### src/rtl/pdp8_tt_uart.sv
// Serial line stage for the PDP-8 console TTY: 8N1/8N2 transmitter and 8N1 receiver
// sharing one free-running 16x oversample tick. FSM states are exposed on tx_state/rx_state.
//
// Handshakes: tx_load is taken only while tx_busy=0 (a load is also taken in the tx_done
// cycle, where tx_busy already reads 0). rx_full is the "valid" for rx_data and rx_ack
// consumes it. A completion that coincides with rx_ack takes priority.
module pdp8_tt_uart #(
  parameter int DIV       = 27,
  parameter int STOP_BITS = 2
) (
  input  logic       clk,
  input  logic       reset_n,
  input  logic       tx_load,
  input  logic [7:0] tx_data,
  output logic       tx_busy,
  output logic       tx_done,
  output logic       txd,
  input  logic       rxd,
  input  logic       rx_ack,
  output logic [7:0] rx_data,
  output logic       rx_full,
  output logic       rx_ferr,
  output logic       rx_overrun,
  output logic [1:0] tx_state,
  output logic [1:0] rx_state
);

  localparam logic [1:0] IDLE  = 2'd0;
  localparam logic [1:0] START = 2'd1;
  localparam logic [1:0] DATA  = 2'd2;
  localparam logic [1:0] STOP  = 2'd3;

  localparam int            CW        = (DIV > 1) ? $clog2(DIV) : 1;
  localparam logic [CW-1:0] DIV_LAST  = CW'(DIV - 1);
  localparam logic [2:0]    STOP_LAST = 3'(STOP_BITS - 1);

  logic [CW-1:0] div_cnt;
  logic          tick;

  always_ff @(posedge clk or negedge reset_n) begin
    if (!reset_n) div_cnt <= '0;
    else          div_cnt <= tick ? '0 : div_cnt + 1'b1;
  end

  assign tick = (div_cnt == DIV_LAST);

  // ---------------- transmitter ----------------
  logic       tx_wait;
  logic [3:0] tx_tcnt;
  logic [2:0] tx_bcnt;
  logic [7:0] tx_sh;
  logic       tx_fin;
  logic       tx_accept;

  assign tx_fin    = (tx_state == STOP) && tick && (tx_tcnt == 4'd15) && (tx_bcnt == STOP_LAST);
  assign tx_done   = tx_fin;
  assign tx_busy   = (tx_state != IDLE) && !tx_fin;
  assign tx_accept = tx_load && !tx_busy;

  // tx_wait holds the line at mark until the first tick so every bit is exactly 16 ticks.
  always_ff @(posedge clk or negedge reset_n) begin
    if (!reset_n) begin
      tx_state <= IDLE;
      tx_wait  <= 1'b0;
      tx_tcnt  <= '0;
      tx_bcnt  <= '0;
      tx_sh    <= '0;
      txd      <= 1'b1;
    end else if (tx_accept) begin
      tx_state <= START;
      tx_sh    <= tx_data;
      tx_tcnt  <= '0;
      tx_bcnt  <= '0;
      if (tick) begin
        txd     <= 1'b0;
        tx_wait <= 1'b0;
      end else begin
        tx_wait <= 1'b1;
      end
    end else if (tx_state != IDLE && tick) begin
      if (tx_wait) begin
        txd     <= 1'b0;
        tx_wait <= 1'b0;
      end else if (tx_tcnt != 4'd15) begin
        tx_tcnt <= tx_tcnt + 1'b1;
      end else begin
        tx_tcnt <= '0;
        case (tx_state)
          START: begin
            tx_state <= DATA;
            tx_bcnt  <= '0;
            txd      <= tx_sh[0];
            tx_sh    <= {1'b0, tx_sh[7:1]};
          end
          DATA: begin
            if (tx_bcnt == 3'd7) begin
              tx_state <= STOP;
              tx_bcnt  <= '0;
              txd      <= 1'b1;
            end else begin
              tx_bcnt <= tx_bcnt + 1'b1;
              txd     <= tx_sh[0];
              tx_sh   <= {1'b0, tx_sh[7:1]};
            end
          end
          STOP: begin
            if (tx_bcnt == STOP_LAST) tx_state <= IDLE;
            else                      tx_bcnt  <= tx_bcnt + 1'b1;
          end
          default: tx_state <= IDLE;
        endcase
      end
    end
  end

  // ---------------- receiver ----------------
  logic       rx_s1, rx_s2, rx_s3;
  logic [3:0] rx_tcnt;
  logic [2:0] rx_bcnt;
  logic [7:0] rx_sh;
  logic       rx_done;

  assign rx_done = (rx_state == STOP) && tick && (rx_tcnt == 4'd15);

  // Synchronizer flops reset to mark so release of reset never looks like a start edge.
  always_ff @(posedge clk or negedge reset_n) begin
    if (!reset_n) begin
      rx_s1      <= 1'b1;
      rx_s2      <= 1'b1;
      rx_s3      <= 1'b1;
      rx_state   <= IDLE;
      rx_tcnt    <= '0;
      rx_bcnt    <= '0;
      rx_sh      <= '0;
      rx_data    <= '0;
      rx_full    <= 1'b0;
      rx_ferr    <= 1'b0;
      rx_overrun <= 1'b0;
    end else begin
      rx_s1 <= rxd;
      rx_s2 <= rx_s1;
      rx_s3 <= rx_s2;
      case (rx_state)
        IDLE: begin
          if (rx_s3 && !rx_s2) begin
            rx_state <= START;
            rx_tcnt  <= '0;
          end
        end
        START: begin
          if (tick) begin
            if (rx_tcnt == 4'd7) begin
              rx_tcnt  <= '0;
              rx_bcnt  <= '0;
              rx_state <= rx_s2 ? IDLE : DATA;
            end else begin
              rx_tcnt <= rx_tcnt + 1'b1;
            end
          end
        end
        DATA: begin
          if (tick) begin
            if (rx_tcnt == 4'd15) begin
              rx_tcnt <= '0;
              rx_sh   <= {rx_s2, rx_sh[7:1]};
              if (rx_bcnt == 3'd7) rx_state <= STOP;
              else                 rx_bcnt  <= rx_bcnt + 1'b1;
            end else begin
              rx_tcnt <= rx_tcnt + 1'b1;
            end
          end
        end
        STOP: begin
          if (tick) begin
            if (rx_tcnt == 4'd15) rx_state <= IDLE;
            else                  rx_tcnt  <= rx_tcnt + 1'b1;
          end
        end
        default: rx_state <= IDLE;
      endcase

      // An rx_ack in the completion cycle frees the holding register for the new byte.
      if (rx_done) begin
        if (rx_full && !rx_ack) begin
          rx_overrun <= 1'b1;
        end else begin
          rx_data    <= rx_sh;
          rx_full    <= 1'b1;
          rx_ferr    <= !rx_s2;
          rx_overrun <= 1'b0;
        end
      end else if (rx_ack) begin
        rx_full    <= 1'b0;
        rx_ferr    <= 1'b0;
        rx_overrun <= 1'b0;
      end
    end
  end

endmodule
### config.mk
export PLATFORM = sky130hd
export DESIGN_NAME = pdp8_tt_uart
export DESIGN_NICKNAME = d
export VERILOG_FILES = /design/src/rtl/pdp8_tt_uart.sv
export SDC_FILE = /design/constraint.sdc
export NUM_CORES = 1
export LEC_CHECK = 0
export ABC_AREA = 1
export BUFFER_PORTS_ARGS = -buffer_cell sky130_fd_sc_hd__buf_4
export CORE_ASPECT_RATIO = 1.25
export CORE_MARGIN = 1.5
export CORE_UTILIZATION = 50
export CTS_CLUSTER_SIZE = 16
export DETAILED_ROUTE_END_ITERATION = 7
export PLACE_DENSITY = 0.81
export SYNTH_ARGS = -nofsm -noshare
export SYNTH_HDL_FRONTEND = slang
export SYNTH_SLANG_ARGS = --single-unit
export TNS_END_PERCENT = 1
### constraint.sdc
create_clock -name clk -period 2.39 [get_ports clk]
set_clock_uncertainty 0.2 [all_clocks]
set_input_delay 0.478 -clock clk [delete_from_list [all_inputs] [get_ports clk]]
set_output_delay 0.478 -clock clk [all_outputs]
set_load 0.02 [all_outputs]
---- Yosys cells after proc, flatten, opt, wreduce, memory -nomap -nowiden ----
Index checks and enable logic that the tools add are counted.
operators by class
  bitwise operators ....................... 1
  reductions and logical operators ........ 33
  magnitude comparators ................... 0
  multiplexer cells ....................... 66
  shift operators ......................... 0
  add/sub/neg operators ................... 5
  $mul .................................... 0
  divide/modulo/power cells ............... 0
  equal/unequal tests ..................... 33
operator list
  kind                                                           number
  4-bit 2-to-1 mux                                               11
  8-bit 2-to-1 mux                                               5
  3-bit 2-to-1 mux                                               11
  2-bit 2-to-1 mux                                               15
  2-bit inequality test, second input constant                   12
  5-bit AND reduction                                            4
  1-bit 2-to-1 mux                                               16
  4-bit one-hot mux with 4 select lines                          1
  8-bit one-hot mux with 2 select lines                          1
  3-bit inequality test, second input constant                   4
  1-bit logical AND                                              10
  3-bit one-hot mux with 3 select lines                          1
  4-bit by 1-bit adder with 4-bit output, second input constant  2
  2-bit == test, second input constant                           4
  4-bit == test, second input constant                           2
  2-bit one-hot mux with 4 select lines                          1
  8-bit AND reduction                                            1
  2-bit nonzero test                                             4
  4-bit nonzero test                                             2
  3-bit by 1-bit adder with 3-bit output, second input constant  2
  3-bit == test, second input constant                           2
  2-bit one-hot mux with 3 select lines                          1
  3-bit one-hot mux with 2 select lines                          1
  2-bit AND reduction                                            3
  other kinds (17)                                               22
storage, ports and cells
  flip-flop bits (word level) ............. 55
  memories kept ........................... 0
  RAM bits ................................ 0
  latch bits .............................. 0
  logic and storage cells ................. 156
  input port bits ......................... 13
  ROM bits ................................ 0
  output and inout port bits .............. 18

---- Longest topological paths before layout ----
  depth after elaboration ................. 10
  mapped depth ............................ 13

---- Worst setup path before layout ----
OpenSTA, ideal clock, no wires.
  kind .................................... reg-to-reg
  start point ............................. register tx_state[1]
  end point ............................... register tx_sh[2]
  data arrival time ....................... 1686 ps
  clock period less this slack ............ 2003 ps
  stages on the path, launching flop included .. 13
  path buffers ............................ 2
  path slack .............................. 387 ps
  cells stage by stage .................... dfrtp_1 -> ha_1 -> inv_1 -> nor2_2 -> nand3_4 -> nand2_8 -> nand2_4 -> buf_6 -> buf_6 -> nand2_1 -> nand2_1 -> nand3_1 -> nand2_1
on the way
  cells in the longest elaborated chain, start to end .. 10
  elaborated cells between the ends (all ways) .. 23
  classes of those cells .................. eq/ne (6); mux (5); reduce/logical (12)
RTL lines
  item                                                           line  RTL
  from (decl)                                                    24    output logic [1:0] tx_state,
  from (signal assigned)                                         63    tx_state <= IDLE;
  from (signal assigned)                                         70    tx_state <= START;
  from (signal assigned)                                         90    tx_state <= DATA;
  2-bit == test                                                  55    assign tx_fin = (tx_state == STOP) && tick && (tx_tcnt == 4'd15) && (tx_bcnt == STOP_LAST);
  1-bit logical AND (3 in a row)                                 55
  1-bit zero test                                                57    assign tx_busy = (tx_state != IDLE) && !tx_fin;
  1-bit logical AND                                              57
  1-bit zero test                                                58    assign tx_accept = tx_load && !tx_busy;
  1-bit logical AND                                              58
  3-bit inequality test (no line), or another cell as far along  n/a
  5-bit AND reduction (no line)                                  n/a
  to (signal assigned)                                           71    tx_sh <= tx_data;
  to (signal assigned)                                           93    tx_sh <= {1'b0, tx_sh[7:1]};
  to (signal assigned)                                           103   tx_sh <= {1'b0, tx_sh[7:1]};
  to (decl)                                                      51    logic [7:0] tx_sh;
Several ways; a longest one is shown, not always the timed one. The select of a mux whose other input is x is not followed.
A chain may end at the register's enable or synchronous reset.

---- Worst setup path after layout ----
  start point ............................. register tx_bcnt[1]
  end point ............................... output port tx_busy
on the way
  cells in the longest elaborated chain, start to end .. 4
RTL lines
  item                                      line  RTL
  from (decl)                               50    logic [2:0] tx_bcnt;
  from (signal assigned)                    101   tx_bcnt <= tx_bcnt + 1'b1;
  from (signal assigned)                    108   else tx_bcnt <= tx_bcnt + 1'b1;
  3-bit by 1-bit == test with 1-bit output  55
  1-bit logical AND                         55
  1-bit zero test                           57
  1-bit logical AND                         57
  to (decl)                                 15    output logic tx_busy,
No other way between the ends.

==> impl_results.md <==
* Maximum vdd drop at 291 µV
* Most Frequent Cell on Critical Path: inv_1
* Synth warnings at 0
* Post-synth cell types at 32
* Final hold slack at 3.05 ps
* Worst stage delay on the critical path at 410 ps
* Count of pins over their slew limit at 0
* Sum of overflow across all layers after global routing at 0
* WP buf/inv at 3
* Antenna diode instance count at 0
* Fraction of final layout cells sized beyond drive strength 1 at 18.4%
* Number of sinks on the clock net at 55
* TritonRoute pass-1 iters at 5
* Data arrival time at the worst-slack endpoint at 1590 ps
* Clock latency of the later-clocked register in the worst-skew pair at 310 ps
* Syn_nets at 368
* Outcome: finished, final reports clean
* Num ports at 31
* Clock Tree Root: clkbuf_8
* Width of the die at 70.8 µm
* Total of endpoints with negative setup slack in the final report at 0
* Maximum level of the CTS H-tree at 2
* Post-synthesis sequential area ratio at 48.0%
* Critical path's top delay family: simple AND/OR/NAND/NOR gates
* Number of design rule violations left after detail routing at 0
* Commonest non-fill, non-tap cell in the layout: nand2_1
* Critical register-to-register path endpoint: rx_sh[4]
* Total Wirelength at 5360 µm
* Setup crit start kind: flop
* Number of violations reported at the end of detailed-routing iteration 0 at 103
* Vias in the first global route at 2155
* Filler-free cell count of the finished design at 444
* Vertical extent of the die at 87.8 µm
* TritonCTS clock tree: built
* Number of clock buffers inserted by TritonCTS at 5
* Post-detailed-placement half-perimeter wirelength at 3860 µm
* Tmin final at 2270 ps
* Aggregate global-route resource usage at 18.3%
* Count of placed standard cells including taps at 431
* Std-Cell Core Area at 5480 µm²
* Routed len/inst at 12.1 µm
* Final #Nets at 405
* Critical Path Stages at 8
* Count of cells along the worst register-to-register path at 9
* Unrepaired setup endpoints after global routing: no
* Transition time at the pin with the least slew margin at 675 ps
* Multiplexer area fraction after synthesis at 0.696%
* Total power divided by cell area at 593 nW/µm²
* Routed vias/inst at 5.21
* Worst hold-check path type: input port to asynchronous set/reset pin
* Fraction of the mapped netlist area in adder cells at 5.65%
* Maximum clock rate at 441 MHz
* Final Cycle Share at 94.9%
* Clock-pin slew on the worst setup and hold paths at 90 ps
* Area growth syn-to-layout at 15.3%
* Maxcap violations at 0
* Maximum number of pins on one net before global-route repair at 56
* Cell chain of the critical path: inv_1 > ha_1 > nand2_1 > nor2_4 > nand3_4 > nand2_8 > inv_1 > buf_4
* Routability Congestion at 0.871
* Slowest cell on the critical path: dfrtp_1
* Required time worst endpoint at 1710 ps
* Global-route wire length before repair at 9100 µm
* Initial antenna violation count at 0
* Std cell rows at 30
* Dominant cell type by area after synthesis: dfrtp_1
* Minimum setup slack among reg-to-reg paths at 250 ps
* Mean area per synthesized cell at 8.41 µm²
* Slew headroom at 55.0%
* Complex-gate fraction of the synthesized area at 9.22%
* Critical path peak fanout at 10
* Class of the most critical setup path: flop to primary output
* Leakage power at 1.79 nW
* Final design utilization at 60.5%
* Initial standard-cell utilization of the core at 52.5%
* Launching point of the worst reg2reg path: div_cnt[0]
* Post-synthesis simple-gate area fraction at 27.1%
* Count of nets left with antenna violations after detail routing at 0
* Type of destination of the critical path: primary output
* Hold-fix buffers at CTS at 0
* # port buffers at 30
* Flops & latches, synth at 55
* Combinational family with the most area after synthesis: simple AND/OR/NAND/NOR gates
* Xor/xnor share of the synthesized area at 2.13%
* Fraction of post-synthesis cell area in the top cell type by area at 44.4%
* Setup TNS at 0 ps
* Routed via count at 2314
* Longest Clk Path Bufs at 2
* Highest-count cells in the layout ignoring fill and taps: nand2_1, dfrtp_1, inv_1
* Total count of hold-check failures in the final report at 0
* Ranking of synthesized cells by area: dfrtp_1, nand2_1, nand3_1
* Die area at 6220 µm²
* Count of mapped cells out of synthesis at 342
* Netlist area before placement at 2880 µm²
==> worst max path at each step <==
| stage | from | to | slack [ps] |
|---|---|---|---|
| after floorplan | tx_state[1] | tx_sh[2] | 390 |
| after global placement | tx_state[0] | tx_sh[2] | 320 |
| after detailed placement | div_cnt[0] | tx_sh[4] | 210 |
| after CTS | tx_state[1] | tx_busy | 50 |
| after global routing | tx_bcnt[1] | tx_busy | 0.6 |
| final | tx_bcnt[1] | tx_busy | 120 |
==> cell usage after synthesis <==
| cell | count |
|---|---|
| nand2_1 | 94 |
| dfrtp_1 | 51 |
| inv_1 | 40 |
| nand3_1 | 34 |
| nor2_1 | 28 |
| o21ai_0 | 24 |
| ha_1 | 13 |
| a21oi_1 | 11 |
| xor2_1 | 6 |
| dfstp_2 | 4 |
| inv_2 | 4 |
| buf_2 | 3 |
| nand2_2 | 3 |
| a22oi_1 | 2 |
| buf_6 | 2 |
| mux2i_1 | 2 |
| nand2_4 | 2 |
| nand3_4 | 2 |
| nor2_2 | 2 |
| o21a_1 | 2 |
| or2_2 | 2 |
| clkbuf_1 | 1 |
| nand2_8 | 1 |
| nand4_1 | 1 |
| nand4_2 | 1 |
| nor2_4 | 1 |
| o211ai_1 | 1 |
| o21ai_2 | 1 |
| o21ai_4 | 1 |
| o22ai_1 | 1 |
| o31ai_4 | 1 |
| xnor2_1 | 1 |
==> area by class of cell <==
| cell class | count | area, µm² |
|---|---|---|
| inverter | 44 | 165 |
| clock inverter | 3 | 43.8 |
| tap | 64 | 80.1 |
| sequential | 55 | 1380 |
| timing repair buffer | 36 | 270 |
| multi-input combinational | 237 | 1310 |
| fill | 487 | 2160 |
| clock buffer | 5 | 68.8 |
==> metal layers <==
layer	up-vias	GRT usage (%)	wire [µm]
met5	-	0	0
met4	0	8.23	156
met3	15	4.26	209
met2	61	31.9	2710
met1	1080	21.6	2290
li1	1158	-	-
==> worst reg2reg max path, cell delays in order (launching register included) <==
cell     delay [ps]
dfrtp_1         420
inv_1            80
ha_1            140
nand2_1          80
nor2_4          140
buf_4           180
buf_4           140
nand3_1         350
nand2_1         180
o21ai_0         100
==> registers in the layout (all words and copies together) (netlist names), named ones only <==
signal,flops
tx_wait,1
tx_tcnt,4
txd,1
rx_full,1
rx_sh,8
rx_s2,1
rx_ferr,1
rx_tcnt,4
rx_data,8
rx_bcnt,3
rx_overrun,1
rx_state,1
tx_bcnt,3
div_cnt,5
tx_sh,8
rx_s3,1
rx_s1,1
tx_state,2
==> power by group <==
group / total [mW] / switching, mW / internal [mW]
sequential: 1.04 / 0.0614 / 0.981
combinational: 0.311 / 0.193 / 0.118
clock: 0.611 / 0.299 / 0.312
total: 1.96 / 0.553 / 1.41
==> kinds of logic (layout without fill, tap and decap cells) <==
kind of cell             after synthesis  in the layout
flip-flops                            55             55
XOR/XNOR                               7              7
buffers and inverters                 50             88
AND/OR/NAND/NOR                      171            171
adder cells (fa/ha/maj)               13             13
AO/OA/AOI/OAI                         44             44
multiplexers                           2              2
==> metrics by stage <==
| stage | worst slack, ps | area, µm² | total power, mW |
|---|---|---|---|
| after floorplan | 387 | 2880 | 1.27 |
| after global placement | 322 | 3150 | 1.36 |
| after detailed placement | 212 | 3150 | 1.37 |
| after CTS | 50.5 | 3270 | 1.98 |
| after global routing | 0.600 | 3320 | 2.08 |
| final | 122 | 3320 | 1.96 |
==> timing repair <==
action	in CTS	in global routing
gates resized for setup	1	2
pin swaps	1	0
setup endpoints to repair	1	1
buffers inserted	1	4
(Power assumes the default switching activity.)
